<file path="src/rtl/vga_mem_arbiter.sv">
// Arbitrates the single-port VGA memory bank between the CPU data port and the
// VGA scan-out reader; VGA has priority, bounded by a run limiter.
module vga_mem_arbiter #(
    parameter int ADDR_W      = 11,
    parameter int DATA_W      = 32,
    parameter int VGA_MAX_RUN = 4
) (
    input  logic              clk,
    input  logic              rst_n,
    input  logic              cpuReq,
    input  logic              cpuWrite,
    input  logic [ADDR_W-1:0] cpuAddr,
    input  logic [DATA_W-1:0] cpuWdata,
    output logic              cpuAck,
    output logic [DATA_W-1:0] cpuRdata,
    output logic              cpuStall,
    input  logic              vgaReq,
    input  logic [ADDR_W-1:0] vgaAddr,
    output logic              vgaAck,
    output logic [DATA_W-1:0] vgaRdata,
    output logic              ramEn,
    output logic              ramWe,
    output logic [ADDR_W-1:0] ramAddr,
    output logic [DATA_W-1:0] ramWdata,
    input  logic [DATA_W-1:0] ramRdata,
    output logic              busy
);
    // state   | meaning
    // IDLE    | arbitrate pending requests, drive grant onto RAM port
    // ACCESS  | RAM samples address/enable at the coming edge
    // CAPTURE | load owner's rdata from RAM, pulse owner's ack
    typedef enum logic [1:0] {IDLE, ACCESS, CAPTURE} state_t;
    typedef enum logic [1:0] {OWN_NONE, OWN_CPU, OWN_VGA} owner_t;

    localparam logic [3:0] MAX_RUN = 4'(VGA_MAX_RUN);

    state_t state, stateNext;
    owner_t owner, ownerNext;
    logic   ownerWrite, ownerWriteNext;
    logic   grantVga, grantCpu;
    logic [3:0] vgaRun, vgaRunNext;

    logic              ramEnNext, ramWeNext, cpuAckNext, vgaAckNext, busyNext;
    logic [ADDR_W-1:0] ramAddrNext;
    logic [DATA_W-1:0] ramWdataNext, cpuRdataNext, vgaRdataNext;

    always_ff @(posedge clk or negedge rst_n) begin
        if (!rst_n) state <= IDLE;
        else        state <= stateNext;
    end

    always_comb begin
        stateNext = state;
        grantVga  = 1'b0;
        grantCpu  = 1'b0;
        case (state)
            IDLE: begin
                if (vgaReq && (!cpuReq || vgaRun < MAX_RUN)) grantVga = 1'b1;
                else if (cpuReq)                             grantCpu = 1'b1;
                if (grantVga || grantCpu) stateNext = ACCESS;
            end
            ACCESS:  stateNext = CAPTURE;
            CAPTURE: stateNext = IDLE;
            default: stateNext = IDLE;
        endcase
    end

    always_comb begin
        ramEnNext      = 1'b0;
        ramWeNext      = 1'b0;
        ramAddrNext    = ramAddr;
        ramWdataNext   = ramWdata;
        cpuAckNext     = 1'b0;
        vgaAckNext     = 1'b0;
        cpuRdataNext   = cpuRdata;
        vgaRdataNext   = vgaRdata;
        ownerNext      = owner;
        ownerWriteNext = ownerWrite;
        vgaRunNext     = vgaRun;
        busyNext       = (stateNext != IDLE);
        case (state)
            IDLE: begin
                // Run counts only VGA grants that made a waiting CPU wait longer.
                if (grantCpu || !cpuReq)              vgaRunNext = 4'd0;
                else if (grantVga && vgaRun < MAX_RUN) vgaRunNext = vgaRun + 4'd1;
                if (grantVga) begin
                    ramEnNext      = 1'b1;
                    ramAddrNext    = vgaAddr;
                    ownerNext      = OWN_VGA;
                    ownerWriteNext = 1'b0;
                end else if (grantCpu) begin
                    ramEnNext      = 1'b1;
                    ramWeNext      = cpuWrite;
                    ramAddrNext    = cpuAddr;
                    ramWdataNext   = cpuWdata;
                    ownerNext      = OWN_CPU;
                    ownerWriteNext = cpuWrite;
                end
            end
            CAPTURE: begin
                if (owner == OWN_VGA) begin
                    vgaAckNext   = 1'b1;
                    vgaRdataNext = ramRdata;
                end else if (owner == OWN_CPU) begin
                    cpuAckNext = 1'b1;
                    if (!ownerWrite) cpuRdataNext = ramRdata;
                end
                ownerNext = OWN_NONE;
            end
            default: ;
        endcase
    end

    always_ff @(posedge clk or negedge rst_n) begin
        if (!rst_n) begin
            ramEn      <= 1'b0;
            ramWe      <= 1'b0;
            ramAddr    <= '0;
            ramWdata   <= '0;
            cpuAck     <= 1'b0;
            vgaAck     <= 1'b0;
            cpuRdata   <= '0;
            vgaRdata   <= '0;
            busy       <= 1'b0;
            owner      <= OWN_NONE;
            ownerWrite <= 1'b0;
            vgaRun     <= 4'd0;
        end else begin
            ramEn      <= ramEnNext;
            ramWe      <= ramWeNext;
            ramAddr    <= ramAddrNext;
            ramWdata   <= ramWdataNext;
            cpuAck     <= cpuAckNext;
            vgaAck     <= vgaAckNext;
            cpuRdata   <= cpuRdataNext;
            vgaRdata   <= vgaRdataNext;
            busy       <= busyNext;
            owner      <= ownerNext;
            ownerWrite <= ownerWriteNext;
            vgaRun     <= vgaRunNext;
        end
    end

    assign cpuStall = cpuReq & ~cpuAck;

endmodule
</file>
<file path="config.mk">
export PLATFORM = sky130hd
export DESIGN_NAME = vga_mem_arbiter
export DESIGN_NICKNAME = d
export VERILOG_FILES = /design/src/rtl/vga_mem_arbiter.sv
export SDC_FILE = /design/constraint.sdc
export NUM_CORES = 1
export LEC_CHECK = 0
export CELL_PAD_IN_SITES_DETAIL_PLACEMENT = 1
export CELL_PAD_IN_SITES_GLOBAL_PLACEMENT = 2
export CORE_UTILIZATION = 28
export DETAILED_ROUTE_END_ITERATION = 8
export PLACE_DENSITY = 0.87
export SLEW_MARGIN = 30
export SYNTH_ARGS = -nofsm -noshare
export SYNTH_HDL_FRONTEND = slang
export SYNTH_SLANG_ARGS = --single-unit
export TNS_END_PERCENT = 1
</file>
<file path="constraint.sdc">
create_clock -name clk -period 3.7 [get_ports clk]
set_input_delay 0.74 -clock clk [delete_from_list [all_inputs] [get_ports clk]]
set_output_delay 0.74 -clock clk [all_outputs]
set_load 0.005 [all_outputs]
</file>
==> impl_metrics.ini <==
[worst_setup_path]
ff2ff_path_depth = 3
r2r-start = vgaRun[2]$_DFFE_PN0P_
crit_family = buffers and inverters
reg2reg_to = ramAddr[4]$_DFFE_PN0P_
cp_max_fo = 6
crit_arrival_ns = 2.01
crit_path_end_kind = primary output
cp.required_ns = 2.96
path_cells = clkdlybuf4s50_1, nor2b_1, clkdlybuf4s50_1
critPathKind = input pin to primary output
cpPeakStageDelay_ns = 0.59
r2r_setup_slack_ns = 1.73
cp-start-kind = input pin
cpMaxStageDelayCell = clkdlybuf4s50_1
critical_path_buf_inv_count = 2
timing.critical_path.mode_cell = clkdlybuf4s50_1

[cts]
cts_made_buffers = 17
cts_hold_buf = 0
cts_buffer_depth = 2
cts_tree = done
h-tree-depth = 4
clock-sinks = 121
cts_setup_buffers = 0
clockRootBuffer = clkbuf_16
post_cts_resized = 0
path_clk_slew_ns = 0.05
insertion_delay_ns = 0.41

[routing]
ant_nets = 0
drtIter0Drc = 59
wl_per_cell_um = 16.9
drt_first_pass_iters = 4
vias = 3449
vias_per_cell = 4.56
drt-total-wl_um = 12800
drc = 0

[yosys]
ys_seq_area_share_pct = 63.5
synth-seq-cells = 121
netlist_area_um2 = 4770
synthesis.nets = 404
synth_ff_type = dfrtp_1
synth_cells = 312
yosysUniqueCellTypes = 31
ys_warn_count = 0
syn_area_per_cell_um2 = 15.3
synthArstFlopShare_pct = 100
synth_edf_count = 0

[die]
die_h_um = 132
die_x_um = 132
start_util_pct = 28.7
dieArea_um2 = 17500
core_area_um2 = 16600
std_cell_rows = 47
num_io_pins = 204

[finish]
nFillCells = 1710
nets = 616
insertedDiodeCount = 0
register_area_um2 = 3030
area.growth.synth_to_final_pct = 59.8
drive_gt1_share_pct = 25.9
multi_input_area_um2 = 1550

[placed_design]
pre_cts_ws_ns = 0.761
portBuffers = 203
routabilityCongestion = 0.775
hpwl_um = 9230

[sta]
fin_ws_ns = 0.953
timing.hold.ws_ns = 0.413
fin_crit_sh_pct = 74.2
tightest_slew_ns = 0.786
skew_ns = 0.00711
finalMaxSlewViolations = 0
max-slew-margin-rel_pct = 47.3
hold_viol = 0
tns_ns = 0
rsz0062_at_grt = false
max_clock_freq_mhz = 364
setup_violations = 0
finalCriticalPeriod_ns = 2.75

[global_route]
grt_max_degree = 61
grt_pass1_wl_um = 20700
grt_pass1_vias = 3824
grtUsageTotal_pct = 15.3
antenna_found_initial = 0
grt-ovfl-total = 0

[status]
status = finished, final reports clean

[hold_path]
hp-class = input pin to asynchronous set/reset pin

[power]
p_leak_nw = 3.21
powerDensity_nw_per_um2 = 847
peakVddDrop_uv = 317

[flow_run]
maxCapViolations = 0
-- cells by family (layout without fill, tap and decap cells) --
group,after synthesis,count (layout),synth area share [%]
flip-flops,121,121,63.5
adder cells (fa/ha/maj),1,1,0.262
AND/OR/NAND/NOR,31,31,4.75
AO/OA/AOI/OAI,31,31,4.83
buffers and inverters,32,256,3.94
multiplexers,96,96,22.7
-- cell usage in the layout (no fill, tap or decap) --
cell / instances
nand2b_4: 1
nand2_1: 5
o211ai_1: 1
nor2_4: 1
o21ai_1: 2
clkinv_2: 3
and2b_2: 1
nor3b_1: 1
nor4b_4: 1
nand4_1: 11
a31o_2: 1
and3_1: 1
nor2b_1: 1
nor3b_4: 1
dfrtp_1: 121
and2_1: 1
nor2_1: 2
o21ai_0: 13
clkbuf_1: 1
or2_2: 1
a21o_1: 1
o2bb2ai_1: 1
nand2b_1: 1
mux2_2: 93
ha_1: 1
clkbuf_8: 6
clkdlybuf4s50_1: 202
nor3_1: 1
clkinvlp_4: 1
clkbuf_16: 17
mux2_1: 3
or4bb_1: 1
o311ai_0: 11
buf_4: 8
bufinv_16: 3
inv_1: 15
o311ai_4: 1
-- through the flow --
stage               std cells  utilization, %  instance area (µm²)  total power, mW
detailed placement        725            42.2                 6990             4.80
global route              756            45.9                 7620             6.83
CTS                       756            45.9                 7620             6.57
finish                    756            45.9                 7620             6.45
floorplan                 312               -                 4770             3.22
global placement          725            42.2                 6990             4.69
-- registers in the layout (all words and copies together) (netlist names), 2 cells and up --
register,cells
cpuRdata,32
owner,2
ramAddr,11
ramWdata,32
state,2
vgaRdata,32
vgaRun,4
-- synth_stat cells, types with 2 or more instances --
library cell / count / area (µm²)
buf_6: 9 / 101
inv_1: 15 / 56.3
nand4_1: 11 / 68.8
o311ai_0: 11 / 96.3
o21ai_0: 14 / 70.1
dfrtp_1: 121 / 3030
clkbuf_1: 8 / 30.0
nor2_1: 2 / 7.51
nand2_1: 5 / 18.8
mux2_1: 3 / 33.8
mux2_2: 93 / 1050
-- metal layers --
| metal | wire, µm | vias up | GRT usage [%] |
|---|---|---|---|
| li1 | - | 1544 | - |
| met1 | 5210 | 1757 | 17.9 |
| met2 | 6530 | 130 | 25.6 |
| met3 | 863 | 18 | 5.40 |
| met4 | 186 | 0 | 5.75 |
| met5 | 0 | - | 0 |
-- report_power, final --
part / leakage [nW] / switching, mW / internal (mW)
clock: 0.308 / 0.560 / 1.16
combinational: 1.42 / 0.794 / 1.63
sequential: 1.48 / 0.348 / 1.96
total: 3.21 / 1.70 / 4.75
-- how the worst max path moves through the flow --
| stage | from | end | cells past startpoint |
|---|---|---|---|
| 2_1_floorplan | vgaReq | ramWdata[10]$_DFFE_PN0P_ | 4 |
| 3_3_place_gp | vgaReq | ramWdata[15]$_DFFE_PN0P_ | 5 |
| 3_5_place_dp | vgaReq | ramWdata[7]$_DFFE_PN0P_ | 5 |
| 4_1_cts | cpuReq | cpuStall | 3 |
| 5_1_grt | cpuReq | cpuStall | 3 |
| 6_report | cpuReq | cpuStall | 3 |
-- layout make-up --
cell class	instances	area share, %
Multi-Input combinational cell	159	20.4
Sequential cell	121	39.8
Clock buffer	24	6.72
Timing Repair Buffer	210	27.3
Inverter	15	0.739
Tap cell	220	3.61
Clock inverter	7	1.48
No activity file was read; power rests on OpenSTA's default activity.
